===== src/rtl/ctrl_pkg.sv =====
// rtl/ctrl_pkg.sv - shared state encoding for the multiply control FSM
package ctrl_pkg;

  localparam int         CTRL_NUM_STATES = 7;

  localparam logic [2:0] ST_IDLE = 3'd0;
  localparam logic [2:0] ST_LOAD = 3'd1;
  localparam logic [2:0] ST_SIGN = 3'd2;
  localparam logic [2:0] ST_LOOP = 3'd3;
  localparam logic [2:0] ST_FIX  = 3'd4;
  localparam logic [2:0] ST_DONE = 3'd5;
  localparam logic [2:0] ST_ERR  = 3'd6;

  typedef enum logic [2:0] {
    IDLE = ST_IDLE,
    LOAD = ST_LOAD,
    SIGN = ST_SIGN,
    LOOP = ST_LOOP,
    FIX  = ST_FIX,
    DONE = ST_DONE,
    ERR  = ST_ERR
  } ctrl_state_t;

  function automatic logic state_busy(input ctrl_state_t s);
    return (s == LOAD) || (s == SIGN) || (s == LOOP) || (s == FIX);
  endfunction

endpackage


===== src/rtl/ctrl_unit.sv =====
// rtl/ctrl_unit.sv - sign-magnitude multiply control FSM
// Optional loop watchdog enabled by defining CTRL_WATCHDOG_EN.
module ctrl_unit
  import ctrl_pkg::*;
(
  input  logic clk,
  input  logic rst_n,
  input  logic start,
  input  logic eqz1,
  input  logic neqz1,
  input  logic eqz2,
  input  logic neqz2,
  input  logic yes1,
  input  logic no1,
  input  logic yes2,
  input  logic no2,
  output logic ld_a,
  output logic ld_b,
  output logic ld_z,
  output logic clr_p,
  output logic add_en,
  output logic dec_z,
  output logic neg_p,
  output logic ld_s,
  output logic dec_s,
  output logic busy,
  output logic done,
  output logic err
);

`ifdef CTRL_WATCHDOG_EN
  localparam logic WD_EN = 1'b1;
`else
  localparam logic WD_EN = 1'b0;
`endif

  ctrl_state_t r_state;
  ctrl_state_t w_next;
  logic        r_neg;
  logic        w_sign_bad;
  logic        w_wd_expired;
  logic        w_loop_stay;

  assign w_sign_bad   = (yes1 == no1) || (yes2 == no2);
  assign w_wd_expired = WD_EN && (eqz2 || neqz2) && !eqz1;
  // The exit cycle of LOOP issues no accumulate, so N iterations give N adds.
  assign w_loop_stay  = !neqz1 && !eqz1 && !w_wd_expired;

  always_ff @(posedge clk) begin
    if (!rst_n) begin
      r_state <= IDLE;
      r_neg   <= 1'b0;
    end else begin
      r_state <= w_next;
      if (r_state == SIGN) begin
        r_neg <= no1 ^ no2;
      end
    end
  end

  always_comb begin
    w_next = r_state;
    case (r_state)
      IDLE: if (start) w_next = LOAD;
      LOAD: w_next = SIGN;
      SIGN: w_next = w_sign_bad ? ERR : LOOP;
      LOOP: begin
        if (neqz1)             w_next = ERR;
        else if (eqz1)         w_next = FIX;
        else if (w_wd_expired) w_next = ERR;
      end
      FIX:  w_next = DONE;
      DONE: w_next = IDLE;
      ERR:  if (!start) w_next = IDLE;
      default: w_next = IDLE;
    endcase
  end

  always_comb begin
    ld_a   = 1'b0;
    ld_b   = 1'b0;
    ld_z   = 1'b0;
    clr_p  = 1'b0;
    add_en = 1'b0;
    dec_z  = 1'b0;
    neg_p  = 1'b0;
    ld_s   = 1'b0;
    dec_s  = 1'b0;
    done   = 1'b0;
    err    = 1'b0;
    busy   = state_busy(r_state);
    case (r_state)
      LOAD: begin
        ld_a  = 1'b1;
        ld_b  = 1'b1;
        ld_z  = 1'b1;
        clr_p = 1'b1;
        ld_s  = WD_EN;
      end
      LOOP: begin
        add_en = w_loop_stay;
        dec_z  = w_loop_stay;
        dec_s  = WD_EN && w_loop_stay;
      end
      FIX:  neg_p = r_neg;
      DONE: done  = 1'b1;
      ERR:  err   = 1'b1;
      default: ;
    endcase
  end

endmodule


===== config.mk =====
export PLATFORM = sky130hd
export DESIGN_NAME = ctrl_unit
export DESIGN_NICKNAME = d
export VERILOG_FILES = /design/src/rtl/ctrl_pkg.sv /design/src/rtl/ctrl_unit.sv
export SDC_FILE = /design/constraint.sdc
export NUM_CORES = 1
export LEC_CHECK = 0
export CORE_AREA = 5 5 42 44
export DETAILED_ROUTE_END_ITERATION = 10
export DIE_AREA = 0 0 47 49
export HOLD_SLACK_MARGIN = 0.03
export SYNTH_ARGS = -nofsm -noshare
export SYNTH_HDL_FRONTEND = slang
export SYNTH_SLANG_ARGS = --single-unit
export TNS_END_PERCENT = 50

===== constraint.sdc =====
create_clock -name clk -period 2 [get_ports clk]
set_clock_uncertainty 0.15 [all_clocks]
set_input_delay 0.6 -clock clk [delete_from_list [all_inputs] [get_ports clk]]
set_output_delay 0.6 -clock clk [all_outputs]
set_load 0.005 [all_outputs]

==> flow_summary.yaml <==
status:
  status: "finished clean"
route:
  drc_errors: 0
  final_antenna_net_count: 0
  viasPerCell: 4.562
  drt-pass1-iter-count: 4
  drt-wirelength-per-cell_um: 11.49
  vias: 406
  wirelength_um: 1023
  drt_iter0_drc: 5
global_routing:
  antenna_found_initial: 0
  grt-ovfl-total: 0
  grtUsageMet1_pct: 9.451
  top_usage_layer: "met2"
  grt_max_degree: 9
  first_global_vias: 401
  use_met3_pct: 1.107
  grt_pass1_wl_um: 1593
  globalRouteTotalUtil_pct: 10.28
  grt_use_met2_pct: 16.52
floorplanning:
  fp.dieW_um: 47
  fp-row-count: 14
  design.die.area_um2: 2303
  ioPinCount: 23
  die_h_um: 49
  start_util_pct: 26.96
  core_area_um2: 1401
setup_path:
  cpPeakStageDelay_ns: 0.25
  path_class: "in2out"
  critPathCaptureType: "output port"
  critPathRequiredTime_ns: 1.25
  regToRegSetupSlack_ns: 0.70
  crit_path_top_delay_cell: "dlygate4sd2_1"
  critPathMaxFanout: 2
  arrival_ns: 1.22
  crit_chain: "dlygate4sd2_1 -> nor2_2 -> and2_4 -> buf_2"
  critPathLaunchType: "primary input"
timing:
  fmax_ghz: 0.5087
  setup_viol_count_final: 0
  period_needed_ns: 1.966
  fin_crit_sh_pct: 98.29
  whs_ns: 0.4559
  grt_setup_unrepaired: "yes"
  fin_ws_ns: 0.03419
  timing.final.hold_violations: 0
  slew_viol_final: 0
clocking:
  h-tree-depth: 1
  insertion_delay_ns: 0.24
  cts_max_path_buffers: 2
  cts.sinks: 4
  clkTransAtPathRegs_ns: 0.04
  cts_root_buf: "clkbuf_4"
  tritoncts: "done"
  cts_buffers: 3
  ctsHoldBuffers: 0
placement:
  gp_congestion: 0.7598
  dp_hpwl_um: 736.7
  pre_cts_slack_ns: -0.5638
  portBuffers: 18
  placed_cell_area_um2: 585.6
yosys:
  synthFlopType: "dfxtp_1"
  syn_area_per_cell_um2: 8.214
  ys_warn_count: 0
  synth_top_area_cell: "dfxtp_1"
  post_synth_main_area_contributors: "dfxtp_1, buf_4, buf_6"
  synth_area_um2: 377.9
  syn_inst: 46
  ys_seq_area_share_pct: 21.19
  ys_types: 25
  async_flop_share_pct: 0
  ys_ff_latch: 4
  synth_top_area_share_pct: 21.19
  synth_enable_flop_cells: 0
pwr:
  power_density_nw_per_um2: 606.5
  ir_drop_v: 0.0001856
  p_leak_nw: 0.3132
  total_power_uw: 383.2
run:
  cap_viol_max_count: 0
cells_and_area:
  antenna_cells: 0
  fin_area_um2: 631.9
  layout.nets: 86
  area_growth_pct: 67.22
  layout-drive-gt1-share_pct: 39.73
min_path:
  hp-class: "reg2reg"
sequential cells by signal, indices dropped and copies added (netlist names):
signal / flops
r_state: 3
r_neg: 1
cells by family (layout without fill, tap and decap cells):
family | after synthesis | in the layout | share of synthesized area (%)
buffers and inverters | 10 | 36 | 21.85
AND/OR/NAND/NOR | 20 | 20 | 30.47
other | 1 | 2 | 0.9924
flip-flops | 4 | 4 | 21.19
AO/OA/AOI/OAI | 7 | 7 | 16.23
XOR/XNOR | 4 | 4 | 9.273
synth_stat cells, types with 2 or more instances:
cell type / number
buf_4: 6
buf_6: 3
dfxtp_1: 4
nand2_1: 2
nand2b_1: 2
nand3_1: 2
nand3b_1: 2
nor2_1: 5
nor3b_1: 2
xnor2_1: 3
worst paths after layout:
path / cells past startpoint / end / from
max: 4 / dec_z / neqz1
min: 2 / r_state[1] / r_state[0]
max reg2reg: 5 / r_state[2] / r_state[0]
min reg2reg: 2 / r_state[1] / r_state[0]
report_power, final:
group | total, mW | switching, mW | leakage [nW] | internal, mW
Combinational | 0.165 | 0.0630 | 0.265 | 0.102
Sequential | 0.110 | 0.0166 | 0.0346 | 0.0932
Clock | 0.108 | 0.0406 | 0.0138 | 0.0676
repair_timing:
action,CTS,global route
gates resized for setup,28,3
pin swaps,2,1
buffers inserted,3,0
setup endpoints to repair,10,3
critical path: cells and delay by family:
| family | cells | cell delay (ns) |
|---|---|---|
| buf+inv | 2 | 0.35 |
| simple gates | 2 | 0.26 |
per-layer routing:
metal,vias to the layer above,wire [µm]
met5,-,0
li1,204,-
met1,186,365
met3,4,48
met4,0,51
met2,12,558
layout make-up:
class                      instances  area, µm²
sequential                         4      88.84
clock buffer                       3      22.52
fill                             148      769.5
inverter                           1      3.754
timing repair buffer              32      259.0
tap                               16      20.02
multi-input combinational         33      237.7
stage by stage:
stage | util (%) | cells | setup TNS (ns)
2_1_floorplan | - | 47 | 0
3_3_place_gp | 41.79 | 83 | -1.396
3_5_place_dp | 41.79 | 83 | -1.359
4_1_cts | 44.29 | 89 | 0
5_1_grt | 45.09 | 89 | -0.005185
6_report | 45.09 | 89 | 0
cells in the final DEF (no fill, tap or decap), drive strengths merged:
cell type,Yosys,final
buf,9,17
dlygate4sd2,0,9
clkdlybuf4s50,0,6
nor2,5,5
dfxtp,4,4
xnor2,3,3
clkbuf,0,3
nand2,2,2
nand3b,2,2
nand3,2,2
nand2b,2,2
conb,1,2
nor3b,2,2
and3b,1,1
and2,1,1
inv,1,1
nor4b,1,1
o21ai,1,1
a211oi,1,1
nor2b,1,1
o211ai,1,1
xor2,1,1
o21bai,1,1
o311a,1,1
o32ai,1,1
and3,1,1
a21o,1,1
Note: power is estimated with default switching activity, not from simulation.
